===== config.mk =====
export PLATFORM = sky130hd
export DESIGN_NAME = instr_mem_bridge
export DESIGN_NICKNAME = d
export VERILOG_FILES = /design/src/rtl/instr_mem_bridge.sv
export SDC_FILE = /design/constraint.sdc
export NUM_CORES = 1
export LEC_CHECK = 0
export ABC_AREA = 1
export BUFFER_PORTS_ARGS = -buffer_cell sky130_fd_sc_hd__buf_2
export CORE_UTILIZATION = 45
export CTS_BUF_LIST = sky130_fd_sc_hd__clkbuf_16
export DETAILED_ROUTE_END_ITERATION = 12
export SETUP_SLACK_MARGIN = 0.5
export SKIP_CTS_REPAIR_TIMING = 1
export SLEW_MARGIN = 15
export SYNTH_ARGS = -nofsm -noshare
export SYNTH_HDL_FRONTEND = slang
export SYNTH_SLANG_ARGS = --single-unit
export TNS_END_PERCENT = 30

===== constraint.sdc =====
create_clock -name i_clk -period 16.9 [get_ports i_clk]
set_clock_uncertainty 0.2 [all_clocks]
set_input_delay 0.845 -clock i_clk [delete_from_list [all_inputs] [get_ports i_clk]]
set_output_delay 0.845 -clock i_clk [all_outputs]
set_load 0.1 [all_outputs]

===== src/rtl/instr_mem_bridge.sv =====
// Instruction fetch bridge: a 4-entry direct-mapped cache in front of a
// half-width backing memory. A miss is filled with two 16-bit reads (low
// half first), then the assembled instruction is returned.
//
// state | meaning
// IDLE  | waiting for a fetch request; cache lookup happens here
// RD_LO | reading low half-word {A,0} from backing memory
// RD_HI | reading high half-word {A,1}; entry written on ack
// RESP  | o_req_data_valid pulse; back to IDLE next cycle
module instr_mem_bridge #(
  parameter int RW     = 16,
  parameter int I_SIZE = 32
) (
  input  logic                i_clk,
  input  logic                i_rst,
  input  logic [RW-1:0]       i_req_addr,
  input  logic                i_req_active,
  output logic [I_SIZE-1:0]   o_req_data,
  output logic                o_req_data_valid,
  output logic [RW:0]         o_mem_addr,
  output logic                o_mem_req,
  input  logic                i_mem_ack,
  input  logic [I_SIZE/2-1:0] i_mem_data,
  input  logic                i_inval
);

  localparam int HW = I_SIZE / 2;
  localparam int TW = RW - 2;

  typedef enum logic [1:0] {IDLE, RD_LO, RD_HI, RESP} state_t;

  state_t            state;
  state_t            state_nx;
  logic [RW-1:0]     addr_q;
  logic [HW-1:0]     lo_q;
  logic              inval_seen;
  logic [3:0]        valid;
  logic [TW-1:0]     tag_mem  [4];
  logic [I_SIZE-1:0] data_mem [4];

  logic [1:0]        req_idx;
  logic              hit;
  logic              take_req;
  logic              load_hit;
  logic              lo_done;
  logic              fill_done;
  logic              fill_valid;

  assign req_idx    = i_req_addr[1:0];
  assign hit        = valid[req_idx] && (tag_mem[req_idx] == i_req_addr[RW-1:2]);
  // An invalidate seen anywhere during the fill (including the final ack) poisons the entry.
  assign fill_valid = !inval_seen && !i_inval;

  // State register.
  always_ff @(posedge i_clk) begin
    if (i_rst) state <= IDLE;
    else       state <= state_nx;
  end

  // Next-state logic and memory-side / response outputs.
  always_comb begin
    state_nx         = state;
    o_mem_req        = 1'b0;
    o_mem_addr       = {addr_q, 1'b0};
    o_req_data_valid = 1'b0;
    take_req         = 1'b0;
    load_hit         = 1'b0;
    lo_done          = 1'b0;
    fill_done        = 1'b0;
    case (state)
      IDLE: begin
        if (i_req_active) begin
          take_req = 1'b1;
          if (hit) begin
            load_hit = 1'b1;
            state_nx = RESP;
          end else begin
            state_nx = RD_LO;
          end
        end
      end
      RD_LO: begin
        o_mem_req = 1'b1;
        if (i_mem_ack) begin
          lo_done  = 1'b1;
          state_nx = RD_HI;
        end
      end
      RD_HI: begin
        o_mem_req  = 1'b1;
        o_mem_addr = {addr_q, 1'b1};
        if (i_mem_ack) begin
          fill_done = 1'b1;
          state_nx  = RESP;
        end
      end
      RESP: begin
        o_req_data_valid = 1'b1;
        state_nx         = IDLE;
      end
      default: state_nx = IDLE;
    endcase
  end

  // Response data register and the fill-poison flag.
  always_ff @(posedge i_clk) begin
    if (i_rst) begin
      o_req_data <= '0;
      inval_seen <= 1'b0;
    end else begin
      if (load_hit)  o_req_data <= data_mem[req_idx];
      if (fill_done) o_req_data <= {i_mem_data, lo_q};
      if (take_req)     inval_seen <= 1'b0;
      else if (i_inval) inval_seen <= 1'b1;
    end
  end

  // Valid bits: global invalidate, then fill write for the latched index.
  always_ff @(posedge i_clk) begin
    if (i_rst) begin
      valid <= '0;
    end else begin
      if (i_inval)   valid <= '0;
      if (fill_done) valid[addr_q[1:0]] <= fill_valid;
    end
  end

  // Unreset datapath: latched address, low half-word, tag and data arrays.
  always_ff @(posedge i_clk) begin
    if (take_req) addr_q <= i_req_addr;
    if (lo_done)  lo_q   <= i_mem_data;
    if (fill_done && !i_rst) begin
      tag_mem[addr_q[1:0]]  <= addr_q[RW-1:2];
      data_mem[addr_q[1:0]] <= {i_mem_data, lo_q};
    end
  end

endmodule


Word level (Yosys, flattened, before mapping)
Memories as Yosys holds them, arrays and structs flattened.
Index checks and enable logic that the tools add are counted.
- flip-flop bits (word level): 71
- bits in writable memories: 184
- bits of input ports: 37
- output and inout bits: 51
- word-level logic and storage cells: 58
- memories: 2
- memories (memory ; words ; bits a word ; read ports ; clocked after memory_dff ; wr ports ; line ; source):
    data_mem ; 4 ; 32 ; 1 ; 0 ; 1 ; 39 ; logic [I_SIZE-1:0] data_mem [4];
    tag_mem ; 4 ; 14 ; 1 ; 0 ; 1 ; 38 ; logic [TW-1:0] tag_mem [4];
- order comparisons: 3
- eq/ne operators: 7
- multiplexer cells: 28
- reductions and logical operators: 12
- operators by type and width (kind ; number):
    2-to-1 mux 32 bit ; 2
    2-to-1 mux 1 bit ; 15
    equality test 14 bit ; 1
    2-to-1 mux 4 bit ; 3
    2-to-1 mux 2 bit ; 4
    case mux 2 bit (4 select lines) ; 1
    < comparator 2 x 3 -> 1 bit (second input constant) ; 2
    != test 2 bit (second input constant) ; 3
    bitwise mux 4 bit ; 1
    equality test 2 bit (second input constant) ; 2
    logical AND 1 bit ; 4
    OR reduction 2 bit ; 2
    zero test 1 bit ; 3
    AND reduction 3 bit ; 1
    binary-select mux 1 bit (select 2 bit) ; 1
    demux 1 bit (select 2 bit) ; 1
    equality test 2 x 1 -> 1 bit (second input constant) ; 1
    greater-or-equal comparator 2 x 1 -> 1 bit (second input constant) ; 1
    zero test 2 bit ; 1
    nonzero test 2 bit ; 1

Depth between registers and ports, before layout
- word-level depth: 8
- depth in mapped cells: 17
- depth with buffers taken out: 13

Worst setup path before layout
OpenSTA, ideal clock, no wires.
- path kind: flip-flop to flip-flop
- start point: register state[0]
- end point: memory data_mem[0][0], enable pin
- setup time: 0.564 ns
- arrival time: 6.295 ns
- data required time: 16.136 ns
- slack: 9.842 ns
- cell stages (with the launch flop): 6
- buffers on the path: 1
- clock period less this slack: 7.058 ns
- cell sequence: dfxtp_1 -> inv_1 -> ha_1 -> nand2_1 -> clkbuf_1 -> nor4_1
- longest elaborated chain between the ends: 5
- RTL lines (what ; line ; source):
    start, declared ; 32 ; state_t state;
    start signal, assigned ; 57 ; else state <= state_nx;
    equality test 2 bit ; 70 ; case (state)
    2-to-1 mux 1 bit ; 70 ;
    logical AND 1 bit ; 132 ; if (fill_done && !i_rst) begin
    2-to-1 mux 1 bit ; 132 ;
    2-to-1 mux 1 bit (not written as such) ; 134 ; data_mem[addr_q[1:0]] <= {i_mem_data, lo_q};
    end, declared ; 39 ;
No other way between the ends.

Worst setup path in the final report
- start point: input port i_req_addr[0]
- end point: register o_req_data[17]
- longest elaborated chain between the ends: 7
- elaborated cells between the ends (all ways): 12
- classes of those cells: 1 x eq/ne; 7 x mux; 2 x reduce/logical; 2 x memory
- RTL lines (what ; line ; source):
    start, declared ; 16 ; input logic [RW-1:0] i_req_addr,
    memory read (4 x 14 bit) / binary-select mux 1 bit (select 2 bit) (equally long branches) ; - ;
    equality test 14 bit / 2-to-1 mux 1 bit (equally long branches) ; 50 ; assign hit = valid[req_idx] && (tag_mem[req_idx] == i_req_addr[RW-1:2]);
    logical AND 1 bit ; 50 ;
    2-to-1 mux 1 bit ; 74 ; if (hit) begin
    2-to-1 mux 1 bit ; 72 ; if (i_req_active) begin
    2-to-1 mux 1 bit ; 70 ;
    nonzero test 2 bit (no source line) ; - ;
    end signal, assigned ; 111 ; if (load_hit) o_req_data <= data_mem[req_idx];
    end signal, assigned ; 112 ; if (fill_done) o_req_data <= {i_mem_data, lo_q};
    end, declared ; 18 ; output logic [I_SIZE-1:0] o_req_data,
Parallel ways exist; a longest one is shown, timed or not. The select of a mux whose other input is x is not followed.
A chain may end at the register's enable or synchronous reset.

==> out/qor.txt <==
final setup fails = 0
Hold Crit Class = reg2reg
Slew @ Worst Pin = 1.14 ns
nets = 1028
RSZ-0062 raised after global routing = no
first-pass GRT wire length = 34700 um
Syn Area/Cell = 11.3 um^2
die area = 23500 um^2
sequential fraction of the synthesis area = 70.5%
CTS root buf = clkbuf_16
Tcrit/Tclk final = 20.0%
Detail Placement HPWL = 12400 um
Slew Viols, Final = 0
worst-path fanout max = 72
Worst Path Arrival = 3.58 ns
Synth Area in XOR/XNOR = 0%
Yosys cell types = 26
Synth Area in Compound Gates = 8.49%
pin count of the biggest net entering global routing = 93
VDD IR max = 0.135 mV
Seq cells post-synth = 255
vias in the first global route = 6468
core footprint = 22200 um^2
Remaining DRCs = 0
cell area after synthesis = 10300 um^2
Lkg Pwr = 4.61 nW
clock tree buffer depth = 3
max-cap violations = 0
Final ANT Viol Nets = 0
relative slew slack = 23.4%
Cell Rows = 54
largest family of logic cells by synthesized area = simple AND/OR/NAND/NOR gates
Placed Cells = 1237
worst skew pair latency = 0.52 ns
commonest non-fill, non-tap cell in the layout = nand2_1
1st-iter DRT viols = 387
Synth Instances = 912
most frequent cells in the layout = 270 x nand2_1, 216 x edfxtp_1, 87 x buf_2, 69 x a21oi_1, 65 x nand3_1
Final Hold Fails = 0
outcome = finished clean
CP Class = in2reg
Tot GR Track Use = 18.8%
H-tree lvl count = 1
Reg2Reg Setup Slack = 13.74 ns
Max Fclk = 0.296 GHz
total CTS buffers = 27
Overall Power = 1.79 mW
Synth Area in Adders = 0.607%
Final Non-Filler Cells = 1286
Layout Area Growth over Synthesis = 16.2%
Setup TNS Final = 0 ns
Die X = 153 um
Synth Net Count = 954
Worst Setup Start Kind = input pin
Req. time, crit path = 17.10 ns
Worst-path clk slew = 0.06 ns
final wirelength = 21700 um
ANT cells = 0
post-synthesis mux area share = 0%
routed len/inst = 16.9 um
share of cells above drive strength 1 = 15.0%
die height = 153 um
port buffer count = 87
first-pass detailed-route iteration total = 5
CTS tree = built
Congestion Overflow GR = 0
Post-Synth Simple-Gate Area = 16.1%
crit path capture type = register
Initial Util = 46.5%
Tmin final = 3.38 ns
CTS Sinks = 255
via count = 6705
mean number of vias per cell = 5.21
initial antenna violation count = 0
Boundary Pins = 88
Synth Warn # = 0
Pwr Density = 149 nW/um^2
gp weighted congestion = 0.752
[stage by stage]
stage | worst slack, ns | hold WS, ns | utilization [%] | area, um^2
floorplan | 9.84 | 0.278 | - | 10300
global placement | 12.99 | 0.299 | 49.5 | 11000
detailed placement | 12.97 | 0.301 | 49.5 | 11000
CTS | 13.50 | 0.315 | 54.0 | 12000
global route | 13.16 | 0.331 | 54.0 | 12000
finish | 13.52 | 0.311 | 54.0 | 12000
[path summary, 6_finish.rpt]
check,start,endpoint,depth (start not counted)
min,state[1],state[1],2
min reg2reg,state[1],state[1],2
max,i_req_addr[0],o_req_data[17],14
max reg2reg,state[0],o_req_data[8],8
[registers in the layout, summed over array words and instances, names as in the netlist]
signal and flops:
addr_q 16, data_mem 128, inval_seen 1, lo_q 16, o_req_data 32, state 2
tag_mem 56, valid 4
[critical path, cell delays in order]
cell	delay [ns]
buf_2	0.41
buf_4	0.69
nand2_1	0.12
o211ai_1	0.11
nand2_1	0.10
nand2_1	0.08
nor2_1	0.04
nand2_1	0.10
nor2_1	0.07
nand3_2	0.06
buf_4	0.52
nand3_1	0.14
nand2_1	0.10
nor2_1	0.06
[per-layer routing]
layer / global-route usage, % / up-vias / part of all wire [%]
li1: - / 3346 / -
met2: 30.8 / 129 / 47
met4: 4.91 / 0 / 1.8
met3: 2.52 / 29 / 3.2
met5: 0 / - / 0
met1: 26.2 / 3201 / 48
[Yosys cell counts, drive strengths merged]
library cell	n	area [um^2]
a211oi	1	7.51
clkbuf	31	118
nand3b	9	67.6
dfxtp	39	781
a32o	32	320
inv	51	191
buf	23	125
o22ai	1	6.26
nor4	4	25.0
ha	5	62.6
edfxtp	216	6490
clkinv	1	3.75
nor2	49	186
nor3	6	30.0
nand3	66	335
a21oi	69	345
o211ai	2	15.0
nand2	271	1020
o21ai	36	180
[layout make-up]
class	instances	area, um^2
tap	280	350
timing repair buffer	99	526
fill	1914	10200
inverter	52	195
clock inverter	22	333
sequential	255	7270
multi-input combinational	551	2630
clock buffer	27	676
[where the power goes]
| part | total [mW] | leakage, nW | switching, mW | internal, mW |
|---|---|---|---|---|
| clock network | 0.662 | 0.506 | 0.235 | 0.427 |
| logic | 0.355 | 1.83 | 0.292 | 0.0627 |
| registers | 0.771 | 2.27 | 0.0297 | 0.741 |
| total | 1.79 | 4.61 | 0.556 | 1.23 |
[cell families (layout without fill, tap and decap cells)]
| group | Yosys count | after routing |
|---|---|---|
| AOI/OAI and AO/OA | 141 | 141 |
| buffers and inverters | 106 | 200 |
| DFF | 255 | 255 |
| and+or+nand+nor | 405 | 405 |
| adders and majority gates | 5 | 5 |
No activity file was read; power rests on OpenSTA's default activity.
